===== src/rtl/bus_arbiter.sv =====
// Two-master arbiter and access sequencer in front of memory_bus.
// Fixed CPU (master 0) priority, with a starvation guard that forces a master 1 grant.
module bus_arbiter #(
    parameter int unsigned STARVE_LIMIT = 4,
    parameter int unsigned HALT_TIMEOUT = 4096
) (
    input  logic        clk,
    input  logic        reset,
    input  logic        m0_req,
    input  logic [23:0] m0_address,
    input  logic        m0_write,
    input  logic [7:0]  m0_wdata,
    output logic [7:0]  m0_rdata,
    output logic        m0_done,
    output logic        m0_error,
    input  logic        m1_req,
    input  logic [23:0] m1_address,
    input  logic        m1_write,
    input  logic [7:0]  m1_wdata,
    output logic [7:0]  m1_rdata,
    output logic        m1_done,
    output logic        m1_error,
    output logic [23:0] bus_address,
    output logic [7:0]  bus_data_in,
    input  logic [7:0]  bus_data_out,
    output logic        bus_enable,
    output logic        write_enable,
    input  logic        bus_halt
);

    localparam logic [3:0]  L_STARVE    = 4'(STARVE_LIMIT);
    localparam logic [15:0] L_HALT_LAST = 16'(HALT_TIMEOUT - 1);

    typedef enum logic [1:0] {
        ST_IDLE   = 2'd0,
        ST_ACCESS = 2'd1,
        ST_DONE   = 2'd2
    } state_t;

    state_t      r_state;
    logic        r_owner;
    logic [3:0]  r_streak;
    logic [15:0] r_halt_cnt;

    logic        w_any_req;
    logic        w_grant_m1;
    logic [23:0] w_sel_address;
    logic [7:0]  w_sel_wdata;
    logic        w_sel_write;

    // Master 1 wins when the CPU is idle or has been served STARVE_LIMIT times in a row.
    assign w_any_req     = m0_req | m1_req;
    assign w_grant_m1    = m1_req & (~m0_req | (r_streak == L_STARVE));
    assign w_sel_address = w_grant_m1 ? m1_address : m0_address;
    assign w_sel_wdata   = w_grant_m1 ? m1_wdata   : m0_wdata;
    assign w_sel_write   = w_grant_m1 ? m1_write   : m0_write;

    // Arbitration FSM with registered bus and completion outputs.
    always_ff @(posedge clk or negedge reset) begin
        if (!reset) begin
            r_state      <= ST_IDLE;
            r_owner      <= 1'b0;
            r_streak     <= 4'd0;
            r_halt_cnt   <= 16'd0;
            bus_address  <= 24'd0;
            bus_data_in  <= 8'd0;
            bus_enable   <= 1'b0;
            write_enable <= 1'b0;
            m0_rdata     <= 8'd0;
            m1_rdata     <= 8'd0;
            m0_done      <= 1'b0;
            m1_done      <= 1'b0;
            m0_error     <= 1'b0;
            m1_error     <= 1'b0;
        end else begin
            m0_done  <= 1'b0;
            m1_done  <= 1'b0;
            m0_error <= 1'b0;
            m1_error <= 1'b0;
            case (r_state)
                ST_IDLE: begin
                    if (w_any_req) begin
                        r_owner      <= w_grant_m1;
                        bus_address  <= w_sel_address;
                        bus_data_in  <= w_sel_wdata;
                        write_enable <= w_sel_write;
                        bus_enable   <= 1'b1;
                        r_halt_cnt   <= 16'd0;
                        r_state      <= ST_ACCESS;
                        if (!w_grant_m1 && m1_req) begin
                            r_streak <= (r_streak >= L_STARVE) ? L_STARVE : r_streak + 4'd1;
                        end else begin
                            r_streak <= 4'd0;
                        end
                    end else begin
                        r_state <= ST_IDLE;
                    end
                end
                ST_ACCESS: begin
                    if (!bus_halt) begin
                        if (!write_enable) begin
                            if (r_owner) begin
                                m1_rdata <= bus_data_out;
                            end else begin
                                m0_rdata <= bus_data_out;
                            end
                        end else begin
                            r_halt_cnt <= r_halt_cnt;
                        end
                        bus_enable   <= 1'b0;
                        write_enable <= 1'b0;
                        m0_done      <= ~r_owner;
                        m1_done      <= r_owner;
                        r_state      <= ST_DONE;
                    end else if (r_halt_cnt == L_HALT_LAST) begin
                        // Timed out: read data reads back as all ones.
                        if (!write_enable) begin
                            if (r_owner) begin
                                m1_rdata <= 8'hFF;
                            end else begin
                                m0_rdata <= 8'hFF;
                            end
                        end else begin
                            r_halt_cnt <= r_halt_cnt;
                        end
                        bus_enable   <= 1'b0;
                        write_enable <= 1'b0;
                        m0_done      <= ~r_owner;
                        m1_done      <= r_owner;
                        m0_error     <= ~r_owner;
                        m1_error     <= r_owner;
                        r_state      <= ST_DONE;
                    end else begin
                        r_halt_cnt <= r_halt_cnt + 16'd1;
                    end
                end
                ST_DONE: begin
                    r_state <= ST_IDLE;
                end
                default: begin
                    r_state      <= ST_IDLE;
                    bus_enable   <= 1'b0;
                    write_enable <= 1'b0;
                end
            endcase
        end
    end

endmodule


===== config.mk =====
export PLATFORM = sky130hd
export DESIGN_NAME = bus_arbiter
export DESIGN_NICKNAME = d
export VERILOG_FILES = /design/src/rtl/bus_arbiter.sv
export SDC_FILE = /design/constraint.sdc
export NUM_CORES = 1
export LEC_CHECK = 0
export ABC_AREA = 1
export CORE_AREA = 10 10 100 102
export CTS_CLUSTER_DIAMETER = 40
export CTS_CLUSTER_SIZE = 28
export DETAILED_ROUTE_END_ITERATION = 6
export DIE_AREA = 0 0 110 112
export PLACE_DENSITY = 0.8
export SLEW_MARGIN = 20
export SYNTH_ARGS = -nofsm -noshare
export SYNTH_HDL_FRONTEND = slang
export SYNTH_SLANG_ARGS = --single-unit

===== constraint.sdc =====
create_clock -name clk -period 2.46 [get_ports clk]
set_input_delay 0.369 -clock clk [delete_from_list [all_inputs] [get_ports clk]]
set_output_delay 0.369 -clock clk [all_outputs]
set_load 0.02 [all_outputs]

==> summary.md <==
| Metric | Value |
|---|---|
| Status | finished, final reports clean |
| Fmax | 0.554 GHz |
| Clock Skews | 0.0117 ns |
| Post-synthesis register bit count | 77 |
| Slowest cell delay on critical path | 0.42 ns |
| Fin crit share | 73.4% |
| Synth warn | 0 |
| Global-route wire length before repair | 18600 um |
| CP endpoint | r_halt_cnt[13] |
| Worst R2R End | r_halt_cnt[13] |
| Synth area leader | dfrtp_1 |
| Crit Path Class | flip-flop to flip-flop |
| Top delay family on crit path | simple AND/OR/NAND/NOR gates |
| Clock Tree Root | clkbuf_8 |
| Clk_lat worst skew | 0.35 ns |
| Slowest-stage cell, CP | dfrtp_1 |
| Top cells by area, synth | dfrtp_1 50%, nand2_1 13%, a21oi_1 8.3% |
| Area grow syn2layout | 41.7% |
| Vias in the first global route | 3811 |
| Cell area after synthesis | 3860 sq um |
| Die H | 112 um |
| Initial antenna violation count | 0 |
| Grt ovf | 0 |
| Clk sinks | 77 |
| ANT cells | 0 |
| Synth unique cells | 34 |
| Post-CTS Setup Bufs | 0 |
| H-tree Lvls | 3 |
| Die area | 12300 sq um |
| Top cell type's share of synthesized area | 49.9% |
| CP Cell Sequence | ha_1 -> nand2_2 -> nor2_2 -> nand2_2 -> inv_2 -> nand2_4 -> nand3_4 -> nand2_2 -> nand2_1 -> nand2_1 |
| Layout cells sized above 1 | 8.47% |
| DRT iter0 DRCs | 188 |
| Vias | 3695 |
| DRC errors left | 0 |
| Hold depth | 2 |
| Post-DRT Antenna Nets | 0 |
| Worst slew pin tran | 0.527 ns |
| Final net count | 691 |
| Net count after synthesis | 562 |
| Cell mode on critical path | nand2_2 |
| Crit path max fanout | 20 |
| Reg2Reg Depth | 10 |
| Crit. Startpoint | r_halt_cnt[0] |
| Pins over their slew limit | 0 |
| Peak VDD IR | 0.656 mV |
| Largest net degree at the start of global routing | 41 |
| Crit end category | flip-flop |
| PD cells | 1080 nW/um^2 |
| Clock Path Buffers | 2 |
| Post-Syn Area per Cell | 8.05 sq um |
| WP data arrival | 2.04 ns |
| Relative slew margins | 64.8% |
| CP Depth | 10 |
| Post-route setup TNS | 0 ns |
| Total CTS buffers | 9 |
| Post-Place Cell Area | 5260 sq um |
| # rows | 33 |
| Max-Cap Viols | 0 |
| Routed vias/inst | 5.14 |
| Final setup viols | 0 |
| Critical path startpoint category | flip-flop |
| Hold Crit Class | flip-flop to flip-flop |
| Sequential share of the synthesized area | 49.9% |
| Post-Syn Instances | 480 |
| Pleak | 2.42 nW |
| RSZ-0062 raised after global routing | false |
| Crit path time final | 1.81 ns |
| Final Hold Viols | 0 |
| PortBufs | 132 |
| CTS tree | yes |
| Core area | 8050 sq um |
| CP Buf/Inv Count | 1 |
| Hpwl dp | 8630 um |
| Chip width | 110 um |
| CTS clk-pin slew, worst paths | 0.08 ns |
| Hold_sp | m1_rdata[5] |
| Drt total wl | 11500 um |
| IO Pins | 133 |
| Initial core utilization | 48.0% |
| Drt first pass iters | 4 |
| Wire length per cell | 16.0 um |
| Final Instance Area | 5480 sq um |
| Required @ worst endpoint | 2.70 ns |
| GP Congestion | 0.880 |
| R2r setup slk | 0.65 ns |
| GRT Util Overall | 18.9% |
| Reg-to-Reg Start | r_halt_cnt[0] |
-- stage by stage --
step / utilization, % / power (W) / std cells / hold slack, ns / setup WS [ns]
floorplan: - / 0.00359 / 480 / 0.0734 / 0.962
global route: 68.0 / 0.00631 / 719 / 0.491 / 0.465
detailed placement: 65.3 / 0.00496 / 702 / 0.383 / 0.467
CTS: 68.0 / 0.00598 / 719 / 0.481 / 0.646
finish: 68.0 / 0.00590 / 719 / 0.475 / 0.655
global placement: 65.3 / 0.00489 / 702 / 0.377 / 0.512
-- where the power goes --
part / leakage [nW] / internal [W] / switching, W
registers: 0.946 / 0.00173 / 0.000306
clock network: 0.106 / 0.000485 / 0.000509
logic: 1.37 / 0.00121 / 0.00166
total: 2.42 / 0.00343 / 0.00247
-- state kept, by name, summed over array words and instances, names as in the netlist --
signal,cells
r_owner,1
m0_rdata,8
write_enable,1
bus_data_in,8
r_halt_cnt,16
m1_rdata,8
bus_address,24
m1_done,1
r_state,2
m1_error,1
m0_error,1
r_streak,4
m0_done,1
bus_enable,1
-- placed cells by master, fill, tap and decap left out, types with 2 or more instances in the layout --
cell type | Yosys | routed
or2_2 | 8 | 8
nand4_1 | 20 | 20
nor2_1 | 64 | 64
nor2_2 | 4 | 4
nor2_4 | 2 | 2
dfrtp_1 | 77 | 77
nor4_1 | 2 | 2
nand2_1 | 136 | 136
clkinv_4 | 0 | 2
xnor2_1 | 2 | 2
buf_12 | 2 | 3
nand2_4 | 2 | 2
a21oi_1 | 64 | 64
ha_1 | 3 | 3
buf_4 | 0 | 4
nand2_2 | 3 | 3
inv_1 | 21 | 21
o21ai_0 | 5 | 5
clkbuf_8 | 0 | 9
clkdlybuf4s50_1 | 0 | 131
xor2_1 | 4 | 4
inv_2 | 4 | 4
nand3_1 | 25 | 25
nand3_2 | 3 | 3
inv_6 | 0 | 2
-- Yosys cell counts --
cell,n
nand2_4,2
clkinv_1,1
buf_1,1
xor2_1,4
inv_1,21
nor2_1,64
nor2_4,2
nand3_1,25
nor3b_1,1
nor3_1,1
nor3_4,1
nor3_2,1
o22ai_1,1
buf_6,2
inv_2,4
nand3b_1,1
nand2_2,3
nor2_2,4
o311ai_0,1
nand2_1,136
ha_1,3
or2_2,8
nor4_1,2
buf_2,8
a21boi_0,1
buf_12,2
nand3_4,1
nand3_2,3
o21ai_0,5
dfrtp_1,77
a21oi_1,64
clkbuf_1,8
xnor2_1,2
nand4_1,20
-- timing repair --
action                                 CTS  global route
hold buffers                             1             0
gates resized for setup                  0             0
endpoints found under the hold margin   26             0
-- cells by family after synthesis --
| logic type | count (synthesis) | synth area share (%) |
|---|---|---|
| AO/OA/AOI/OAI | 72 | 9.52 |
| XOR/XNOR | 6 | 1.36 |
| adder cells (fa/ha/maj) | 3 | 0.971 |
| buffers and inverters | 47 | 6.05 |
| flip-flops | 77 | 49.9 |
| AND/OR/NAND/NOR | 275 | 32.2 |
-- worst min-delay path by stage --
stage	endpoint	slack, ns
2_1_floorplan	bus_address[0]	0.07
3_3_place_gp	bus_address[4]	0.38
3_5_place_dp	bus_address[6]	0.38
4_1_cts	m1_rdata[5]	0.48
5_1_grt	m1_rdata[5]	0.49
6_report	m1_rdata[5]	0.48
-- worst register-to-register path, stage by stage (launching register included) --
cell and delay, ns:
dfrtp_1 0.42, ha_1 0.22, nand2_2 0.07, nor2_2 0.14, nand2_2 0.10, inv_2 0.07, nand2_4 0.07, nand3_4 0.19
nand2_2 0.24, nand2_1 0.12, nand2_1 0.05
-- cell type report --
class	instances	area (sq um)
multi-input combinational	356	1700
timing repair buffer	139	1410
inverter	26	97.6
tap	105	131
clock buffer	9	124
fill	669	2570
clock inverter	7	81.3
sequential	77	1930
-- routing by layer --
metal	global-route usage, %	up-vias	wire length, um
li1	-	1822	-
met1	21.1	1729	4530
met2	29.2	136	5400
met3	11.2	8	1480
met4	5.99	0	120
met5	0	-	0
(Power assumes the default switching activity.)
